===== src/rtl/adder_pipe_nbits_if.sv =====
// Operand/result bundle for the pipelined N-bit adder/subtractor.
// o_Valid qualifies o_Sum/o_Cout/o_Ovf; there is no ready, so a consumer that cannot take a result holds the whole pipe with i_En=0.
interface adder_pipe_nbits_if #(
  parameter int WIDTH = 32
);
  logic             i_En;
  logic             i_Flush;
  logic             i_Valid;
  logic             i_Sub;
  logic [WIDTH-1:0] i_A;
  logic [WIDTH-1:0] i_B;
  logic             i_Cin;
  logic             o_Valid;
  logic [WIDTH-1:0] o_Sum;
  logic             o_Cout;
  logic             o_Ovf;

  modport master (
    output i_En, i_Flush, i_Valid, i_Sub, i_A, i_B, i_Cin,
    input  o_Valid, o_Sum, o_Cout, o_Ovf
  );

  modport slave (
    input  i_En, i_Flush, i_Valid, i_Sub, i_A, i_B, i_Cin,
    output o_Valid, o_Sum, o_Cout, o_Ovf
  );
endinterface


===== src/rtl/adder_pipe_nbits.sv =====
// Pipelined N-bit adder/subtractor: the carry chain is cut into STAGES chunks with a
// register level after each; operand bits are skewed in and result bits de-skewed out.
module adder_pipe_nbits #(
  parameter int WIDTH  = 32,
  parameter int STAGES = 4
) (
  input logic              i_Clk,
  input logic              i_Rst,
  adder_pipe_nbits_if.slave bus
);
  localparam int CHUNK  = (WIDTH + STAGES - 1) / STAGES;
  localparam int K_LAST = (WIDTH - 1) / CHUNK;
  localparam int NOV    = STAGES - K_LAST;

  logic [WIDTH-1:0]        w_b_in;
  logic [WIDTH-1:0]        w_ad;
  logic [WIDTH-1:0]        w_bd;
  logic [WIDTH-1:0]        w_ci;
  logic [WIDTH-1:0]        w_co;
  logic [WIDTH-1:0]        w_s;
  logic [WIDTH-1:0]        w_sum;
  logic [STAGES-1:0]       w_cy_nx;
  logic                    w_ovf;

  logic [STAGES-1:0]       r_v;
  logic [STAGES-1:0]       r_cy;
  logic [STAGES-1:K_LAST]  r_ov;

  assign w_b_in = bus.i_Sub ? ~bus.i_B : bus.i_B;
  assign w_ovf  = w_ci[WIDTH-1] ^ w_co[WIDTH-1];

  // Bit i belongs to chunk K: its operands wait K cycles, its sum bit waits STAGES-K more.
  for (genvar i = 0; i < WIDTH; i++) begin : g_bit
    localparam int K = i / CHUNK;
    localparam int D = STAGES - K;
    logic [D-1:0] r_sd;

    if (K == 0) begin : g_nodly
      assign w_ad[i] = bus.i_A[i];
      assign w_bd[i] = w_b_in[i];
    end else begin : g_dly
      logic [K-1:0] r_ad;
      logic [K-1:0] r_bd;
      always_ff @(posedge i_Clk or posedge i_Rst) begin
        if (i_Rst) begin
          r_ad <= '0;
          r_bd <= '0;
        end else if (bus.i_En) begin
          r_ad <= K'({r_ad, bus.i_A[i]});
          r_bd <= K'({r_bd, w_b_in[i]});
        end
      end
      assign w_ad[i] = r_ad[K-1];
      assign w_bd[i] = r_bd[K-1];
    end

    if (i % CHUNK == 0) begin : g_cstart
      if (K == 0) begin : g_cin
        assign w_ci[i] = bus.i_Cin;
      end else begin : g_creg
        assign w_ci[i] = r_cy[K-1];
      end
    end else begin : g_cripple
      assign w_ci[i] = w_co[i-1];
    end

    assign w_s[i]  = w_ad[i] ^ w_bd[i] ^ w_ci[i];
    assign w_co[i] = (w_ad[i] & w_bd[i]) | (w_ci[i] & (w_ad[i] ^ w_bd[i]));

    always_ff @(posedge i_Clk or posedge i_Rst) begin
      if (i_Rst) begin
        r_sd <= '0;
      end else if (bus.i_En) begin
        r_sd <= D'({r_sd, w_s[i]});
      end
    end
    assign w_sum[i] = r_sd[D-1];
  end

  // Stages past the last populated chunk just carry the final carry-out along.
  for (genvar k = 0; k < STAGES; k++) begin : g_stage
    localparam int LO = k * CHUNK;
    if (LO < WIDTH) begin : g_add
      localparam int HI = (((LO + CHUNK) < WIDTH) ? (LO + CHUNK) : WIDTH) - 1;
      assign w_cy_nx[k] = w_co[HI];
    end else begin : g_pass
      assign w_cy_nx[k] = r_cy[k-1];
    end
  end

  always_ff @(posedge i_Clk or posedge i_Rst) begin
    if (i_Rst) begin
      r_v  <= '0;
      r_cy <= '0;
      r_ov <= '0;
    end else begin
      if (bus.i_Flush) begin
        r_v <= '0;
      end else if (bus.i_En) begin
        r_v <= STAGES'({r_v, bus.i_Valid});
      end
      if (bus.i_En) begin
        r_cy <= w_cy_nx;
        r_ov <= NOV'({r_ov, w_ovf});
      end
    end
  end

  assign bus.o_Valid = r_v[STAGES-1];
  assign bus.o_Sum   = w_sum;
  assign bus.o_Cout  = r_cy[STAGES-1];
  assign bus.o_Ovf   = r_ov[STAGES-1];
endmodule


===== src/flat_wrapper.sv =====
// flat-port wrapper written by rule: the top's interface ports become plain ports
module adder_pipe_nbits_flat 
#(
  parameter int WIDTH  = 32,
  parameter int STAGES = 4
)
  (i_Clk, i_Rst, bus_i_En, bus_i_Flush, bus_i_Valid, bus_i_Sub, bus_i_A, bus_i_B, bus_i_Cin, bus_o_Valid, bus_o_Sum, bus_o_Cout, bus_o_Ovf);
  adder_pipe_nbits_if #(.WIDTH(WIDTH)) bus_i ();
  input logic i_Clk;
  input logic i_Rst;
  input wire logic [$bits(bus_i.i_En)-1:0] bus_i_En;
  input wire logic [$bits(bus_i.i_Flush)-1:0] bus_i_Flush;
  input wire logic [$bits(bus_i.i_Valid)-1:0] bus_i_Valid;
  input wire logic [$bits(bus_i.i_Sub)-1:0] bus_i_Sub;
  input wire logic [$bits(bus_i.i_A)-1:0] bus_i_A;
  input wire logic [$bits(bus_i.i_B)-1:0] bus_i_B;
  input wire logic [$bits(bus_i.i_Cin)-1:0] bus_i_Cin;
  output wire logic [$bits(bus_i.o_Valid)-1:0] bus_o_Valid;
  output wire logic [$bits(bus_i.o_Sum)-1:0] bus_o_Sum;
  output wire logic [$bits(bus_i.o_Cout)-1:0] bus_o_Cout;
  output wire logic [$bits(bus_i.o_Ovf)-1:0] bus_o_Ovf;
  assign bus_i.i_En = bus_i_En;
  assign bus_i.i_Flush = bus_i_Flush;
  assign bus_i.i_Valid = bus_i_Valid;
  assign bus_i.i_Sub = bus_i_Sub;
  assign bus_i.i_A = bus_i_A;
  assign bus_i.i_B = bus_i_B;
  assign bus_i.i_Cin = bus_i_Cin;
  assign bus_o_Valid = bus_i.o_Valid;
  assign bus_o_Sum = bus_i.o_Sum;
  assign bus_o_Cout = bus_i.o_Cout;
  assign bus_o_Ovf = bus_i.o_Ovf;
  adder_pipe_nbits #(.WIDTH(WIDTH), .STAGES(STAGES)) u_core (.i_Clk(i_Clk), .i_Rst(i_Rst), .bus(bus_i));
endmodule

===== config.mk =====
export PLATFORM = sky130hd
export DESIGN_NAME = adder_pipe_nbits_flat
export DESIGN_NICKNAME = d
export VERILOG_FILES = /design/src/rtl/adder_pipe_nbits_if.sv /design/src/rtl/adder_pipe_nbits.sv /design/src/flat_wrapper.sv
export SDC_FILE = /design/constraint.sdc
export NUM_CORES = 1
export LEC_CHECK = 0
export ABC_CLOCK_PERIOD_IN_PS = 7300
export CORE_MARGIN = 2
export CORE_UTILIZATION = 40
export CTS_CLUSTER_SIZE = 14
export DETAILED_ROUTE_END_ITERATION = 10
export GPL_TIMING_DRIVEN = 0
export PLACE_DENSITY = 0.58
export SYNTH_ARGS = -nofsm -noshare
export SYNTH_HDL_FRONTEND = slang
export SYNTH_SLANG_ARGS = --single-unit

===== constraint.sdc =====
create_clock -name i_Clk -period 7.3 [get_ports i_Clk]
set_input_delay 1.095 -clock i_Clk [delete_from_list [all_inputs] [get_ports i_Clk]]
set_output_delay 1.095 -clock i_Clk [all_outputs]
set_load 0.03 [all_outputs]

# After elaboration in Yosys (flattened, before gate mapping)
# Cells that the tools add are included.
dict set report totals {
  romBits 0
  ram_bits 0
  latch_bits 0
  n_memories 0
  elab_cells 249
  ff_bits 185
}
dict set report classes {
  mux 3
  div_mod_pow 0
  bitwise 162
  n_mul 0
  n_eq_ne 0
  n_shift 0
  add_sub_neg 0
  order_cmp 0
  n_reduce_logical 1
}
# cell n
set ops {}
lappend ops {{1-bit bitwise XOR} 65}
lappend ops {{1-bit bitwise AND} 64}
lappend ops {{32-bit 2-to-1 mux} 1}
lappend ops {{32-bit NOT} 1}
lappend ops {{1-bit OR} 32}
lappend ops {{4-bit 2-to-1 mux} 2}
lappend ops {{2-bit nonzero test} 1}

# Depth between registers and ports, before layout
dict set report logic_depth {
  ltp_word 19
  depth_mapped 14
  ltp_nobuf 13
}

# Worst setup path after synthesis
# No wires, ideal clock.
dict set report synth_timing {
  path_type {input -> register}
  from {input bus_i_Sub}
  to {register u_core.g_bit[7].r_sd[0]}
  path_buffers 2
  required_ps 7175
  setup_slack_ps 2377
  arrival_time_ps 4798
  stages 14
  cell_sequence {buf_2 > buf_4 > xor2_1 > fa_1 > inv_1 > fa_1 > fa_1 > fa_1 > fa_1 > fa_1 > fa_1 > inv_1 > fa_1 > mux2_2}
}
dict set report synth_via {
  elab_chain_len 17
  elab_cells_between_ends 31
}
# item line
set synth_lines {}
lappend synth_lines {{start: declaration} flat_wrapper.sv:14} ;# input wire logic [$bits(bus_i.i_Sub)-1:0] bus_i_Sub;
lappend synth_lines {{32-bit 2-to-1 mux *} adder_pipe_nbits.sv:29} ;# assign w_b_in = bus.i_Sub ? ~bus.i_B : bus.i_B;
lappend synth_lines {{1-bit bitwise XOR} adder_pipe_nbits.sv:68} ;# assign w_co[i] = (w_ad[i] & w_bd[i]) | (w_ci[i] & (w_ad[i] ^ w_bd[i]));
lappend synth_lines {{1-bit bitwise AND} adder_pipe_nbits.sv:68}
lappend synth_lines {{1-bit OR} adder_pipe_nbits.sv:68}
lappend synth_lines {{1-bit bitwise AND} adder_pipe_nbits.sv:68}
lappend synth_lines {{1-bit OR} adder_pipe_nbits.sv:68}
lappend synth_lines {{1-bit bitwise AND} adder_pipe_nbits.sv:68}
lappend synth_lines {{1-bit OR} adder_pipe_nbits.sv:68}
lappend synth_lines {{[... 2 more ...]} n/a}
lappend synth_lines {{1-bit bitwise AND} adder_pipe_nbits.sv:68}
lappend synth_lines {{1-bit OR} adder_pipe_nbits.sv:68}
lappend synth_lines {{1-bit bitwise AND} adder_pipe_nbits.sv:68}
lappend synth_lines {{1-bit OR} adder_pipe_nbits.sv:68}
lappend synth_lines {{1-bit bitwise AND} adder_pipe_nbits.sv:68}
lappend synth_lines {{1-bit OR} adder_pipe_nbits.sv:68}
lappend synth_lines {{1-bit bitwise XOR *} adder_pipe_nbits.sv:67} ;# assign w_s[i] = w_ad[i] ^ w_bd[i] ^ w_ci[i];
lappend synth_lines {{named net u_core.w_s[7]} adder_pipe_nbits.sv:20} ;# logic [WIDTH-1:0] w_s;
lappend synth_lines {{end signal: assignment} adder_pipe_nbits.sv:74} ;# r_sd <= D'({r_sd, w_s[i]});
lappend synth_lines {{end: declaration} adder_pipe_nbits.sv:36} ;# logic [D-1:0] r_sd;
# The timed path passes the listed nets; every way through them passes the cells marked *.
# A chain may end at the register's enable or synchronous reset.

# Worst setup path after layout
dict set report layout_timing {
  from {input bus_i_B[0]}
  to {register u_core.g_bit[7].r_sd[0]}
}
dict set report layout_via {
  elab_chain_len 18
  elab_cells_between_ends 19
}
# item line
set layout_lines {}
lappend layout_lines {{start: declaration} flat_wrapper.sv:16} ;# input wire logic [$bits(bus_i.i_B)-1:0] bus_i_B;
lappend layout_lines {{32-bit NOT} adder_pipe_nbits.sv:29}
lappend layout_lines {{32-bit 2-to-1 mux *} adder_pipe_nbits.sv:29}
lappend layout_lines {{1-bit bitwise XOR} adder_pipe_nbits.sv:68}
lappend layout_lines {{1-bit bitwise AND} adder_pipe_nbits.sv:68}
lappend layout_lines {{1-bit OR *} adder_pipe_nbits.sv:68}
lappend layout_lines {{1-bit bitwise AND *} adder_pipe_nbits.sv:68}
lappend layout_lines {{1-bit OR *} adder_pipe_nbits.sv:68}
lappend layout_lines {{1-bit bitwise AND *} adder_pipe_nbits.sv:68}
lappend layout_lines {{[... 3 more ...]} n/a}
lappend layout_lines {{1-bit bitwise AND *} adder_pipe_nbits.sv:68}
lappend layout_lines {{1-bit OR *} adder_pipe_nbits.sv:68}
lappend layout_lines {{1-bit bitwise AND *} adder_pipe_nbits.sv:68}
lappend layout_lines {{1-bit OR *} adder_pipe_nbits.sv:68}
lappend layout_lines {{1-bit bitwise AND *} adder_pipe_nbits.sv:68}
lappend layout_lines {{1-bit OR *} adder_pipe_nbits.sv:68}
lappend layout_lines {{1-bit bitwise XOR *} adder_pipe_nbits.sv:67}
lappend layout_lines {{named net u_core.w_s[7]} adder_pipe_nbits.sv:20}
# Marks and branches as above.

==> out/metrics.csv <==
metric;value;unit
drtPass1Iterations;4;
reg2reg_slack;3090;ps
max_freq;0.209;GHz
min_period;4790;ps
yosys_register_bits;185;
reg2regPathDepth;13;
finalSetupViolCount;0;
outcome;finished, final reports clean;
synth-compound-area-share;2.46;%
min_to;u_core.g_bit[16].g_dly.r_bd[1];
drive_above_1_share;31.4;%
critPathRequiredTime;7620;ps
ys_seq_area_share;55.5;%
cts_resized;0;
grt_pass1_wl;25900;µm
dieHeight;148;µm
hp-start;u_core.g_bit[16].g_dly.r_bd[0];
antenna_cells;0;
rows;52;
root_buffer;clkbuf_16;
htree_num_levels;4;
cts_hold_buf;0;
crit_chain;clkdlybuf4s50_1 > xor2_1 > fa_1 > inv_1 > fa_1 > fa_1 > fa_1 > fa_1 > fa_1 > fa_1 > inv_1 > fa_1 > mux2_2;
ioPinCount;106;
fin_nets;805;
yosys-top-cells-area;dfrtp_1, mux2_2, mux2_4;
syn-num-nets;682;
clock_latency;430;ps
start_kind;primary input;
ys_types;17;
gp_congestion;0.755;
cp_common_cell;fa_1;
reg2reg_to;u_core.bus.o_Ovf;
grt_setup_unrepaired;false;
wl_per_cell;15.8;µm
cts_sinks;185;
synth_area;0.00835;mm²
tritoncts;yes;
tightest_slew;748;ps
drtIter0Drc;213;
synthAdderAreaFrac;7.68;%
core;0.0204;mm²
ir_drop;0.000188;V
synth_area_leader_cell;dfrtp_1;
antenna_found_initial;2;
power;3470;µW
power_density;335;mW/mm²
cts_setup_buffers;0;
min_path_cells;2;
synthCells;579;
crit_type;primary input to flop;
routed-via-count;4500;
relSlewSlack;50.1;%
worst_path_max_delay_cell;clkdlybuf4s50_1;
critPathMaxFanout;1;
port-buffer-count;103;
hold_class;flop to flop;
synth_top_family_by_area;multiplexers;
area_growth;23.9;%
synth_top_cell_area_share;55.5;%
leakage;0.00459;µW
worstPathArrival;5110;ps
initial_core_util;41.0;%
fin_tns_setup;0;ps
max-cap-violations;0;
hold_viol_final;0;
overflow;0;
worst_setup_path_end_kind;flop;
die_w;148;µm
wl;15500;µm
track_usage;15.2;%
min_period_over_period;65.7;%
reg2reg_from;u_core.r_cy[2];
finish.utilization;50.8;%
dieArea;0.0220;mm²
cts_buffers;17;
avgViaCountPerCell;4.57;
remaining_drc_errors;0;
finalMaxSlewViolations;0;
yosys.area_share.simple;2.02;%
cpPeakStageDelay;470;ps
synth-xor-area-share;3.46;%
clk_pin_slew;70;ps
ant_nets;0;
grt_pass1_vias;4961;
hpwl;10900;µm
grt_max_degree;107;
fin_skew;7.12;ps
synthMuxAreaShare;21.6;%
avgSynthCellArea;14.4;µm²
clockBufferDepth;2;
yosysWarnings;0;
cell usage in the layout, fill, tap and decap left out, drive strengths merged, types with 22 or more instances in the layout:
master / netlist / final
dfrtp: 185 / 185
mux2: 132 / 132
buf: 58 / 59
clkbuf: 3 / 22
xnor2: 31 / 31
nor2: 35 / 35
a21oi: 31 / 31
fa: 32 / 32
clkdlybuf4s50: 0 / 103
inv: 38 / 38
how the worst max path moves through the flow:
stage,depth (start not counted),to,startpoint
floorplan,1,u_core.bus.o_Ovf,i_Rst
CTS,13,u_core.g_bit[7].r_sd[0],bus_i_B[0]
finish,13,u_core.g_bit[7].r_sd[0],bus_i_B[0]
global route,13,u_core.g_bit[7].r_sd[0],bus_i_B[0]
detailed placement,13,u_core.g_bit[7].r_sd[0],bus_i_B[0]
global placement,2,u_core.g_bit[0].r_sd[3],i_Rst
area by class of cell:
type | count | area (µm²)
buffer | 61 | 465
clock buffer | 19 | 443
clock inverter | 12 | 151
fill | 1744 | 10000
inverter | 38 | 150
multi-input combinational | 295 | 3110
sequential | 185 | 4630
tap | 270 | 338
timing repair buffer | 104 | 1060
kinds of logic after synthesis:
kind of cell	count (synthesis)
AOI/OAI and AO/OA	41
xor gates and xnor gates	33
adders and majority gates	32
buffers and inverters	99
DFF	185
muxes	144
and+or+nand+nor	45
registers in the layout, summed over array words and instances, names as in the netlist:
name	flops
u_core.bus.o_Ovf	1
u_core.g_bit.g_dly.r_bd	48
u_core.r_v	4
u_core.g_bit.r_sd	80
u_core.r_cy	4
u_core.g_bit.g_dly.r_ad	48
power by group:
part,internal (µW),switching (µW),total [µW]
combinational,611,462,1070
clock,544,387,931
sequential,1310,156,1460
layer usage:
metal / vias to the layer above / wire [µm] / GRT usage, %
li1: 2098 / - / -
met1: 2290 / 7620 / 21.5
met2: 90 / 7020 / 23.2
met3: 18 / 699 / 4.02
met4: 4 / 180 / 4.57
met5: - / 25 / 0
cells in the mapped netlist:
cell	n
a21oi_1	31
xnor2_1	31
buf_6	11
buf_2	12
fa_1	32
inv_1	38
nand2_1	10
xor2_1	2
clkbuf_4	2
clkbuf_1	1
dfrtp_1	185
o21ai_0	10
mux2_2	79
buf_4	35
nor2_1	35
mux2i_1	12
mux2_4	53
through the flow:
step / hold slack (ps) / area, µm² / cells / setup slack, ps
final: 493 / 10300 / 984 / 2510
after detailed placement: 482 / 9750 / 953 / 2020
after floorplan: 453 / 8350 / 579 / 1180
after CTS: 497 / 10300 / 984 / 2480
after global placement: 467 / 9720 / 952 / -1150
after global routing: 516 / 10300 / 984 / 2340
critical path, delay by kind of cell:
family                   cells  cell delay, ps
adder cells (fa/ha/maj)      8            2990
XOR/XNOR                     1             180
multiplexers                 1             270
buffers and inverters        3             590
No activity file was read; power rests on OpenSTA's default activity.
==> patch 1 (same settings) <==
`WIDTH` is set to 32 in 3 places; all go to 64.
--- a/src/rtl/adder_pipe_nbits_if.sv
+++ b/src/rtl/adder_pipe_nbits_if.sv
@@ -1,7 +1,7 @@
 // Operand/result bundle for the pipelined N-bit adder/subtractor.
 // o_Valid qualifies o_Sum/o_Cout/o_Ovf; there is no ready, so a consumer that cannot take a result holds the whole pipe with i_En=0.
 interface adder_pipe_nbits_if #(
-  parameter int WIDTH = 32
+  parameter int WIDTH = 64
 );
   logic             i_En;
   logic             i_Flush;
--- a/src/rtl/adder_pipe_nbits.sv
+++ b/src/rtl/adder_pipe_nbits.sv
@@ -1,7 +1,7 @@
 // Pipelined N-bit adder/subtractor: the carry chain is cut into STAGES chunks with a
 // register level after each; operand bits are skewed in and result bits de-skewed out.
 module adder_pipe_nbits #(
-  parameter int WIDTH  = 32,
+  parameter int WIDTH  = 64,
   parameter int STAGES = 4
 ) (
   input logic              i_Clk,
--- a/src/flat_wrapper.sv
+++ b/src/flat_wrapper.sv
@@ -1,7 +1,7 @@
 // flat-port wrapper written by rule: the top's interface ports become plain ports
 module adder_pipe_nbits_flat 
 #(
-  parameter int WIDTH  = 32,
+  parameter int WIDTH  = 64,
   parameter int STAGES = 4
 )
   (i_Clk, i_Rst, bus_i_En, bus_i_Flush, bus_i_Valid, bus_i_Sub, bus_i_A, bus_i_B, bus_i_Cin, bus_o_Valid, bus_o_Sum, bus_o_Cout, bus_o_Ovf);
Interface: changed (resized bus_i_A, bus_i_B and bus_o_Sum); port bits go from 106 to 202. The function was not compared with the original's and may differ.
==> patch 1 against the unedited design <==
- sequential cell count increased by 176
- area after synthesis is 100% higher
- worst setup slack worse by 2.4 ns
- final area up 110%
- critical endpoint is now u_core.g_bit[15].r_sd[0]
- count of clock-buffer cells in the layout increased by 42
- wire length rose by 120%
- sequential power increased by 99%
- die area increased by 99%
- critical path type unchanged
- total power grew 110%
==> patch 1: results (changes against the unedited design) <==
STATUS
---------------------------------------------------------------------------
Run status                                                     finished clean

YOSYS
---------------------------------------------------------------------------
Compound-gate portion of the synthesized area                         2.05%   -0.41 points
Mux cell area share after synthesis                                   24.7%   +3.1 points
Commonest cells post-synth                                     361 x sky130_fd_sc_hd__dfrtp_1, 240 x sky130_fd_sc_hd__mux2_4, 75 x sky130_fd_sc_hd__buf_4
Synth Area in XOR/XNOR                                                3.38%   -0.085 points
Share of synthesized area occupied by flip-flops and latches          53.6%   -1.9 points
Top post-synthesis cells by area                               sky130_fd_sc_hd__dfrtp_1 54%, sky130_fd_sc_hd__mux2_4 21%, sky130_fd_sc_hd__fa_1 7.6%

SETUP PATH
---------------------------------------------------------------------------
Launch point of the worst reg-to-reg path                      u_core.g_bit[48].g_dly.r_bd[2]
Slowest stage cell on the critical path                        sky130_fd_sc_hd__fa_2
Delay of the slowest cell on the worst path                         0.43 ns   -0.04 ns
Register-to-register setup slack                                    0.22 ns   -2.87 ns
Maximum net fanout on the critical path                                   5   +4
FF-to-FF path depth                                                      21   +8

PWR
---------------------------------------------------------------------------
Max IR drop VDD                                                  0.000171 V   -8.9%
Leak                                                                9.61 nW   +110%

GLOBAL ROUTING
---------------------------------------------------------------------------
Global Route Usage Sum                                                16.5%   +1.3 points
Global-route wire length before repair                             56000 um   +120%
Largest net degree at the start of global routing                        41   -62%
Antenna violations before repair                                          6   +4
Number of global-route vias before repair                              9659   +95%

DRT
---------------------------------------------------------------------------
Vias post-DR                                                           8764   +95%
Routed WL per cell                                                  18.1 um   +15%
Routed met2 length                                                 15900 um   +130%
Met1 wire length                                                   16400 um   +120%

CLOCKING
---------------------------------------------------------------------------
Number of buffers on the longest clock path                               3   +1
Num CTS Buffers                                                          42   +25
Clk Latency, worst-skew pair                                        0.56 ns   +0.13 ns
H-tree levels                                                             2   -2

PLACEMENT
---------------------------------------------------------------------------
I/O Buffers                                                             199   +93%
Half-perimeter wire length after placement                         24100 um   +120%

FINISH
---------------------------------------------------------------------------
Largest registers                                              u_core.g_bit.r_sd: 160 flops, u_core.g_bit.g_dly.r_ad: 96 flops, u_core.g_bit.g_dly.r_bd: 96 flops
Share of layout cells above drive strength 1                          37.7%   +6.3 points
Nets                                                                   1552   +93%

HOLD PATH
---------------------------------------------------------------------------
Destination of the worst hold path                             u_core.g_bit[47].g_dly.r_ad[1]
Worst hold start                                               u_core.g_bit[47].g_dly.r_ad[0]

TIMING
---------------------------------------------------------------------------
Final Setup Violations                                                    0   unchanged
Worst clock skew on the final layout                              0.0185 ns   +0.0114 ns

patch 1: cell count changes after synthesis, sizes merged:
cell | before | now
mux2i | 12 | 17
clkbuf | 3 | 1
mux2 | 132 | 275
buf | 58 | 118
o21ai | 10 | 11
fa | 32 | 64
nor2 | 35 | 62
xnor2 | 31 | 63
a21oi | 31 | 58
nand2 | 10 | 11
inv | 38 | 53
dfrtp | 185 | 361
patch 1: cell families after synthesis:
group,after synthesis
buf+inv,172
simple gates,73
xor+xnor,65
flops,361
mux,292
compound gates,69
fa+ha+maj,64
patch 1: timing repair:
action,in CTS,in global routing
gates resized for setup,27,12
endpoints found under the setup margin,7,5
setup buffers,0,5
pin swaps,3,7
endpoints found under the hold margin,0,0
patch 1: worst max-delay path by stage:
stage / start / to / cells after the start
after floorplan: bus_i_Sub / u_core.g_bit[15].r_sd[0] / 23
after global placement: i_Rst / u_core.g_bit[10].r_sd[0] / 2
after detailed placement: bus_i_B[0] / u_core.g_bit[15].r_sd[0] / 22
after CTS: u_core.g_bit[16].g_dly.r_bd / u_core.g_bit[31].r_sd[0] / 20
after global routing: bus_i_Sub / u_core.g_bit[15].r_sd[0] / 23
final: bus_i_Sub / u_core.g_bit[15].r_sd[0] / 23
patch 1: cell type report:
class | instances | area [um^2]
inverters | 53 | 203
plain buffers | 119 | 1010
flip-flops and latches | 361 | 9030
well taps | 539 | 674
diodes | 3 | 7.51
multi-input cells | 563 | 6770
fillers | 3550 | 20500
clock inverters | 12 | 92.6
repair buffers | 213 | 2200
clock buffers | 61 | 1220
patch 1: routing by layer:
layer,GRT usage (%),vias up
li1,-,4076
met1,23.6,4459
met2,25.1,165
met3,3.74,58
met4,5.49,6
met5,0,-
patch 1: per-stage QoR:
stage / std cells / utilization [%] / instance area (um^2) / setup WS [ns] / hold slack [ns]
after floorplan: 1096 / - / 16900 / -0.392 / 0.453
after CTS: 1916 / 50.6 / 21100 / 0.000534 / 0.492
after global placement: 1834 / 46.9 / 19600 / -1.29 / 0.475
after global routing: 1922 / 50.8 / 21200 / -0.0300 / 0.519
final: 1924 / 50.8 / 21200 / 0.112 / 0.485
after detailed placement: 1843 / 47.3 / 19800 / -0.848 / 0.486
patch 1: tightest hold or removal path, cell delays in order, from the launching register on:
cell                      delay, ns
sky130_fd_sc_hd__dfrtp_1       0.35
sky130_fd_sc_hd__nand2_1       0.05
sky130_fd_sc_hd__o21ai_0       0.06
patch 1: where the power goes:
part           internal [mW]  switching [mW]
logic                   1.41           0.955
registers               2.56           0.348
clock network           1.20           0.827
total                   5.17            2.13
==> patch 2 (config.mk and constraints unchanged) <==
Made on the original files. Make the reset (`i_Rst`) synchronous in 3 clocked blocks.
--- a/src/rtl/adder_pipe_nbits.sv
+++ b/src/rtl/adder_pipe_nbits.sv
@@ -41,7 +41,7 @@
     end else begin : g_dly
       logic [K-1:0] r_ad;
       logic [K-1:0] r_bd;
-      always_ff @(posedge i_Clk or posedge i_Rst) begin
+      always_ff @(posedge i_Clk) begin
         if (i_Rst) begin
           r_ad <= '0;
           r_bd <= '0;
@@ -67,7 +67,7 @@
     assign w_s[i]  = w_ad[i] ^ w_bd[i] ^ w_ci[i];
     assign w_co[i] = (w_ad[i] & w_bd[i]) | (w_ci[i] & (w_ad[i] ^ w_bd[i]));
 
-    always_ff @(posedge i_Clk or posedge i_Rst) begin
+    always_ff @(posedge i_Clk) begin
       if (i_Rst) begin
         r_sd <= '0;
       end else if (bus.i_En) begin
@@ -88,7 +88,7 @@
     end
   end
 
-  always_ff @(posedge i_Clk or posedge i_Rst) begin
+  always_ff @(posedge i_Clk) begin
     if (i_Rst) begin
       r_v  <= '0;
       r_cy <= '0;
Check against the original RTL: not equivalent (a bounded check fails within 10 cycles, from zero or initial values and one cycle with i_Rst high; the reset may be asserted at any time).
==> patch 2 against the unedited design <==
- non-clock buffer count up 19
- sequential cell count unchanged
- wire length up 9.6%
- area after synthesis down 6.2%
- final area down 6.0%
- worst setup slack better by 0.031 ns
- highest routed layer is now met4
Power is not compared: it rests on default switching activity, and its combinational part moved more than twofold at a synthesized area within 25%.
==> patch 2: results (changes against the unedited design) <==
YOSYS
------------------------------------------------------------------------------------------
Share of synthesized area occupied by flip-flops and latches                         47.3%   -8.2 points
Net count of the mapped netlist                                                        835   +22%
Mux cell area share after synthesis                                                  18.5%   -3.1 points
Share of synthesized cell area in full adder, half adder and majority cells          8.18%   +0.51 points
Commonest cells post-synth                                                    185 x sky130_fd_sc_hd__dfxtp_1, 180 x sky130_fd_sc_hd__nor2_1, 145 x sky130_fd_sc_hd__mux2i_1
Synth Area in XOR/XNOR                                                               3.69%   +0.23 points
Fraction of registers with async set/reset                                              0%   -100 points
Top post-synthesis cells by area                                              sky130_fd_sc_hd__dfxtp_1 47%, sky130_fd_sc_hd__mux2i_1 19%, sky130_fd_sc_hd__nor2_1 8.6%
Compound-gate portion of the synthesized area                                        3.82%   +1.4 points

DRT
------------------------------------------------------------------------------------------
Number of vias per cell                                                               4.57   about the same
Topmost layer with routed signal wires                                                met4
Detail Route met3 WL                                                                652 um   -6.7%
Remaining routing DRC violations                                                         0   unchanged
1st-iter DRT viols                                                                     190   -11%
Met1 wire length                                                                   7950 um   +4.4%
Routed met2 length                                                                 8110 um   +16%
Wirelength, routed                                                                17000 um   +9.6%

TIMING
------------------------------------------------------------------------------------------
Max_slew headroom                                                                    57.1%   +6.9 points
Worst clock skew on the final layout                                            0.00831 ns   +0.00119 ns

HOLD PATH
------------------------------------------------------------------------------------------
Worst hold start                                                              u_core.g_bit[29].r_sd
Class of the most critical hold timing path                                        reg2reg
Destination of the worst hold path                                            u_core.g_bit[29].r_sd

STATUS
------------------------------------------------------------------------------------------
Run status                                                                    finished clean

SETUP PATH
------------------------------------------------------------------------------------------
Launch point of the critical path                                               bus_i_B[0]
FF-to-FF path depth                                                                     12   -1
Register-to-register setup slack                                                   3.32 ns   +0.23 ns
Critical R2R Capture                                                          u_core.g_bit[15].r_sd[0]
Worst setup path endpoint                                                     u_core.g_bit[7].r_sd[0]
Launch point of the worst reg-to-reg path                                     u_core.g_bit[8].g_dly.r_bd

GLOBAL ROUTING
------------------------------------------------------------------------------------------
Number of global-route vias before repair                                             5395   +8.7%
Global-route wire length before repair                                            27400 um   +5.6%
Global Route Usage Sum                                                               17.3%   +2.0 points
Largest net degree at the start of global routing                                       17   -84%

FINISH
------------------------------------------------------------------------------------------
Count of fill cells added during filler insertion                                     1785   +2.4%
Nets                                                                                   956   +19%
Share of layout cells above drive strength 1                                         11.0%   -20 points

PLACEMENT
------------------------------------------------------------------------------------------
Half-perimeter wire length after placement                                        12400 um   +14%
Routability congestion estimate from global placement                                0.769   +1.8%
Area after DPL                                                                   9180 um^2   -5.8%

patch 2: per-stage QoR:
step / worst slack, ns / instances
2_1_floorplan: 2.53 / 732
3_3_place_gp: 2.16 / 1099
3_5_place_dp: 2.06 / 1099
4_1_cts: 2.53 / 1131
5_1_grt: 2.40 / 1131
6_report: 2.54 / 1132
patch 2: critical path, cell delays in order:
cell,delay (ns)
sky130_fd_sc_hd__clkdlybuf4s50_1,0.48
sky130_fd_sc_hd__xor2_1,0.19
sky130_fd_sc_hd__fa_1,0.19
sky130_fd_sc_hd__inv_1,0.05
sky130_fd_sc_hd__fa_1,0.37
sky130_fd_sc_hd__fa_1,0.38
sky130_fd_sc_hd__fa_1,0.46
sky130_fd_sc_hd__fa_1,0.41
sky130_fd_sc_hd__fa_1,0.39
sky130_fd_sc_hd__fa_1,0.36
sky130_fd_sc_hd__inv_1,0.07
sky130_fd_sc_hd__fa_1,0.40
sky130_fd_sc_hd__mux2i_1,0.14
sky130_fd_sc_hd__nor2_1,0.05
patch 2: power by group:
group / internal [mW] / switching [mW] / leakage, nW / total, mW
combinational: 0.136 / 0.131 / 2.40 / 0.268
sequential: 1.06 / 0.0301 / 1.51 / 1.09
clock: 0.476 / 0.370 / 0.254 / 0.847
patch 2: cell type report:
class	count	area (um^2)	share of cell area, %
multi-input cells	436	3390	34.9
flip-flops and latches	185	3700	38.1
plain buffers	82	631	6.49
clock buffers	24	462	4.75
clock inverters	8	72.6	0.747
diodes	1	2.50	0.0257
repair buffers	102	1020	10.5
inverters	29	109	1.12
well taps	265	332	3.41
patch 2: per-layer routing:
metal | vias up | GRT usage, %
met2 | 90 | 28.3
met3 | 25 | 3.67
li1 | 2600 | -
met1 | 2458 | 22.4
met4 | 0 | 6.66
met5 | - | 0
